$ cat src/rtl/dmem_arbiter.sv
`timescale 1ns/1ps
`default_nettype none
// ============================================================================
// Module   : dmem_arbiter
// Purpose  : Two-port round-robin arbiter and sequencer in front of a
//            single-ported data memory. Port 0 is the CPU MEM stage, port 1
//            the test/DMA loader. Each access runs IDLE -> ACCESS -> RESP.
// Revision : 1.0  initial release
// ============================================================================
module dmem_arbiter #(
  parameter int DATA_W = 32,
  parameter int ADDR_W = 32,
  parameter int DEPTH  = 256
) (
  input  logic              clk,
  input  logic              rst_n,
  // port 0 (CPU)
  input  logic              req0,
  input  logic              we0,
  input  logic [ADDR_W-1:0] addr0,
  input  logic [DATA_W-1:0] wdata0,
  output logic              gnt0,
  output logic              rvalid0,
  output logic [DATA_W-1:0] rdata0,
  output logic              err0,
  // port 1 (loader)
  input  logic              req1,
  input  logic              we1,
  input  logic [ADDR_W-1:0] addr1,
  input  logic [DATA_W-1:0] wdata1,
  output logic              gnt1,
  output logic              rvalid1,
  output logic [DATA_W-1:0] rdata1,
  output logic              err1,
  // memory side
  output logic [ADDR_W-1:0] mem_addr,
  output logic [DATA_W-1:0] mem_wdata,
  output logic              mem_write,
  output logic              mem_read,
  input  logic [DATA_W-1:0] mem_rdata
);

  typedef enum logic [1:0] {
    S_IDLE   = 2'd0,
    S_ACCESS = 2'd1,
    S_RESP   = 2'd2
  } state_t;

  localparam logic [ADDR_W-1:0] c_depth = ADDR_W'(DEPTH);

  state_t r_state;
  state_t w_state_nxt;

  logic r_last_grant;  // port that won the previous arbitration
  logic r_port;        // port owning the access in flight
  logic r_we;          // latched write enable of the access in flight
  logic r_oor;         // latched out-of-range flag of the access in flight

  logic              w_start;
  logic              w_win;
  logic              w_sel_we;
  logic [ADDR_W-1:0] w_sel_addr;
  logic [DATA_W-1:0] w_sel_wdata;
  logic              w_in_range;

  // Operands of whichever port wins this cycle's arbitration.
  assign w_sel_we    = w_win ? we1    : we0;
  assign w_sel_addr  = w_win ? addr1  : addr0;
  assign w_sel_wdata = w_win ? wdata1 : wdata0;
  assign w_in_range  = (w_sel_addr < c_depth);

  // State register; reset abandons any access in flight.
  always_ff @(posedge clk or negedge rst_n) begin
    if (!rst_n) r_state <= S_IDLE;
    else        r_state <= w_state_nxt;
  end

  // Next state and round-robin winner selection (ties go to the port that
  // did not win last time).
  always_comb begin
    w_state_nxt = r_state;
    w_start     = 1'b0;
    w_win       = 1'b0;
    case (r_state)
      S_IDLE: begin
        if (req0 || req1) begin
          w_start     = 1'b1;
          w_win       = (req0 && req1) ? ~r_last_grant : req1;
          w_state_nxt = S_ACCESS;
        end
      end
      S_ACCESS: w_state_nxt = S_RESP;
      S_RESP:   w_state_nxt = S_IDLE;
      default:  w_state_nxt = S_IDLE;
    endcase
  end

  // Registered outputs: grant/strobes on arbitration, response on ACCESS exit.
  // mem_addr/mem_wdata double as the latched request and hold between accesses.
  always_ff @(posedge clk or negedge rst_n) begin
    if (!rst_n) begin
      r_last_grant <= 1'b1;
      r_port       <= 1'b0;
      r_we         <= 1'b0;
      r_oor        <= 1'b0;
      gnt0         <= 1'b0;
      gnt1         <= 1'b0;
      rvalid0      <= 1'b0;
      rvalid1      <= 1'b0;
      err0         <= 1'b0;
      err1         <= 1'b0;
      rdata0       <= '0;
      rdata1       <= '0;
      mem_addr     <= '0;
      mem_wdata    <= '0;
      mem_write    <= 1'b0;
      mem_read     <= 1'b0;
    end else begin
      gnt0      <= 1'b0;
      gnt1      <= 1'b0;
      rvalid0   <= 1'b0;
      rvalid1   <= 1'b0;
      err0      <= 1'b0;
      err1      <= 1'b0;
      mem_write <= 1'b0;
      mem_read  <= 1'b0;

      if (w_start) begin
        r_last_grant <= w_win;
        r_port       <= w_win;
        r_we         <= w_sel_we;
        r_oor        <= ~w_in_range;
        gnt0         <= ~w_win;
        gnt1         <= w_win;
        mem_addr     <= w_sel_addr;
        mem_wdata    <= w_sel_wdata;
        mem_write    <= w_sel_we & w_in_range;
        mem_read     <= ~w_sel_we & w_in_range;
      end

      if (r_state == S_ACCESS) begin
        if (r_port == 1'b0) begin
          rvalid0 <= 1'b1;
          err0    <= r_oor;
          if (r_oor)      rdata0 <= '0;
          else if (!r_we) rdata0 <= mem_rdata;
        end else begin
          rvalid1 <= 1'b1;
          err1    <= r_oor;
          if (r_oor)      rdata1 <= '0;
          else if (!r_we) rdata1 <= mem_rdata;
        end
      end
    end
  end

endmodule
`default_nettype wire

$ cat config.mk
export PLATFORM = sky130hd
export DESIGN_NAME = dmem_arbiter
export DESIGN_NICKNAME = d
export VERILOG_FILES = /design/src/rtl/dmem_arbiter.sv
export SDC_FILE = /design/constraint.sdc
export NUM_CORES = 1
export LEC_CHECK = 0
export CORE_ASPECT_RATIO = 2
export CORE_UTILIZATION = 40
export DETAILED_ROUTE_END_ITERATION = 6
export HOLD_SLACK_MARGIN = 0.06
export PLACE_DENSITY = 0.87
export SLEW_MARGIN = 25
export SYNTH_ARGS = -nofsm -noshare
export SYNTH_HDL_FRONTEND = slang
export SYNTH_SLANG_ARGS = --single-unit
$ cat constraint.sdc
create_clock -name clk -period 2.2 [get_ports clk]
set_input_delay 0.22 -clock clk [delete_from_list [all_inputs] [get_ports clk]]
set_output_delay 0.22 -clock clk [all_outputs]
set_load 0.02 [all_outputs]
==> results.json <==
{
  "status": "completed",
  "grt_max_degree": 72,
  "p_comb_frac": 0.401,
  "synth_cells": 575,
  "start_kind": "flop",
  "tns_ns": 0,
  "cts_resized": 0,
  "dieArea_mm2": 0.0150,
  "skew_ns": 0.0121,
  "area_growth_pct": 67.9,
  "layout_common_cells": "clkdlybuf4s50_1, dfrtp_1, nand2_1, o21ai_0, o22ai_1",
  "setup_viol": 0,
  "drive_gt1_frac": 0.0590,
  "p_leak_uw": 0.00400,
  "yosysSeqAreaShare": 0.612,
  "crit_fanout": 15,
  "ys.warnings.count": 0,
  "drt_wl_total_um": 18400,
  "power_switching_uw": 4090,
  "crit_type": "reg2reg",
  "ys_types": 29,
  "grt_pass1_vias": 5547,
  "layout.nets": 1035,
  "required_ns": 2.50,
  "cts_hold_buf": 1,
  "num_vias": 5414,
  "synth_edf_count": 0,
  "final_common_cell": "clkdlybuf4s50_1",
  "syn_nets": 741,
  "pwr-share-seq": 0.327,
  "async_reset_ff_frac": 1.00,
  "clkPwrFrac": 0.272,
  "portBuffers": 301,
  "regToRegSetupSlack_ns": 0.45,
  "drtIter0Drc": 168,
  "htreeDepth": 4,
  "cts_tree": "done",
  "post_cts_buffers": 0,
  "ys_seq_elements": 142,
  "maxCapViolations": 0,
  "stdcell_area_mm2": 0.00975,
  "dp.cells": 1041,
  "hold_viol": 0,
  "diodes": 0,
  "grt-ovfl-total": 0,
  "p_sw_frac": 0.356,
  "cts_root_buffer": "clkbuf_16",
  "irDropWorstVdd_v": 0.000741,
  "detail_route.wl_per_cell_um": 17.2,
  "grt_pass1_wl_um": 28000,
  "critical_path_arrival_ns": 2.05,
  "worst_pin_slew_ns": 0.580,
  "antenna_found_initial": 0,
  "cts_buffers": 17,
  "netlist_area_mm2": 0.00581,
  "first_pass_iters": 6,
  "cts_sinks": 142,
  "end_kind": "flop",
  "clk_pin_slew_ns": 0.06,
  "rsz0062_at_grt": "false",
  "coreArea_mm2": 0.0143,
  "via_per_inst": 5.05,
  "max_slew_margin": 0.614,
  "total_power_uw": 11500,
  "drc": 0,
  "synth_top_flop_cell": "dfrtp_1",
  "period_needed_ns": 1.75,
  "io_pins": 302,
  "min_path_type": "in2async",
  "start_util": 0.407,
  "insertion_delay_ns": 0.41,
  "avgSynthCellArea_um2": 10.1,
  "placed_cell_area_mm2": 0.00909,
  "cts.path.max_buffers": 2,
  "power.internal_uw": 7390,
  "report.final.slew_viol_count": 0,
  "utilization": 0.683,
  "die_x_um": 87.2,
  "track_usage": 0.251,
  "post-route-period-util": 0.794,
  "place.gp.congestion": 0.853,
  "die_h_um": 172,
  "fmax_mhz": 573,
  "rows": 62,
  "p_per_area_mw_per_mm2": 1180,
  "place_hpwl_um": 13700,
  "drtAntennaViolNets": 0,
  "final_cells": 1073
}
## worst paths after layout
path                               startpoint  cells past startpoint            to
worst max-delay path             r_last_grant                      5         r_oor
worst min-delay path                    rst_n                      2    rdata0[15]
worst max register to register   r_last_grant                      5         r_oor
worst min register to register     rdata0[26]                      2    rdata0[26]
max in group asynchronous               rst_n                      3  mem_addr[11]
min in group clk                mem_rdata[25]                      3    rdata1[25]
## cell type report
cell class                 instances  area, um2
timing repair buffer             316       3220
sequential                       142       3550
clock buffer                      17        425
inverter                           1       3.75
tap                              192        240
fill                            1100       4530
clock inverter                    14        215
multi-input combinational        391       2090
## synthesized netlist by cell type (all sizes together) (2+ instances only)
cell    number  share of area
a21o         2         0.0026
and2         2         0.0022
buf         13          0.012
clkbuf      28          0.018
dfrtp      141           0.61
mux2i       25          0.043
nand2      130          0.084
nand2b      33          0.036
nand4        3         0.0032
nor2         3         0.0019
nor3         2         0.0037
nor3b        2         0.0026
nor4        12          0.013
o21ai      129           0.11
o22ai       40          0.043
## power groups by stage
| stage | clock network (uW) | registers, uW | logic (uW) |
|---|---|---|---|
| after CTS | 3180 | 3760 | 4650 |
| after floorplan | 0 | 4530 | 1540 |
| after global placement | 0 | 3760 | 4560 |
| final | 3120 | 3750 | 4610 |
| after global routing | 3290 | 3840 | 4960 |
| after detailed placement | 0 | 3790 | 4630 |
## flip-flops by register name (all words and copies together), names as in the netlist, 2 cells and up
| signal | flops |
|---|---|
| mem_addr | 32 |
| mem_wdata | 32 |
| r_state | 2 |
| rdata0 | 32 |
| rdata1 | 32 |
## layer usage
layer / global-route usage / wire length (um)
met5: 0 / 0
met2: 0.440 / 9950
met1: 0.266 / 6550
met3: 0.0611 / 1010
met4: 0.157 / 918
## kinds of logic (layout without fill, tap and decap cells)
kind of cell / Yosys count / count (layout) / synth area share
simple gates: 190 / 190 / 0.149
compound gates: 175 / 175 / 0.162
mux: 26 / 26 / 0.0450
buf+inv: 42 / 348 / 0.0310
flops: 142 / 142 / 0.612
## critical path: stages, from the launching register on
cell and delay (ns):
dfstp_2 0.56, a21bo_1 0.17, nor3_4 0.07, buf_12 0.16
o32a_1 0.40, mux2_2 0.27
## per-stage QoR
step	worst slack, ns	hold WS (ns)
6_report	0.454	0.307
5_1_grt	0.413	0.334
3_5_place_dp	0.176	0.189
3_3_place_gp	0.170	0.186
2_1_floorplan	0.582	-0.0756
4_1_cts	0.440	0.316
Power figures use the tool's default switching activity.
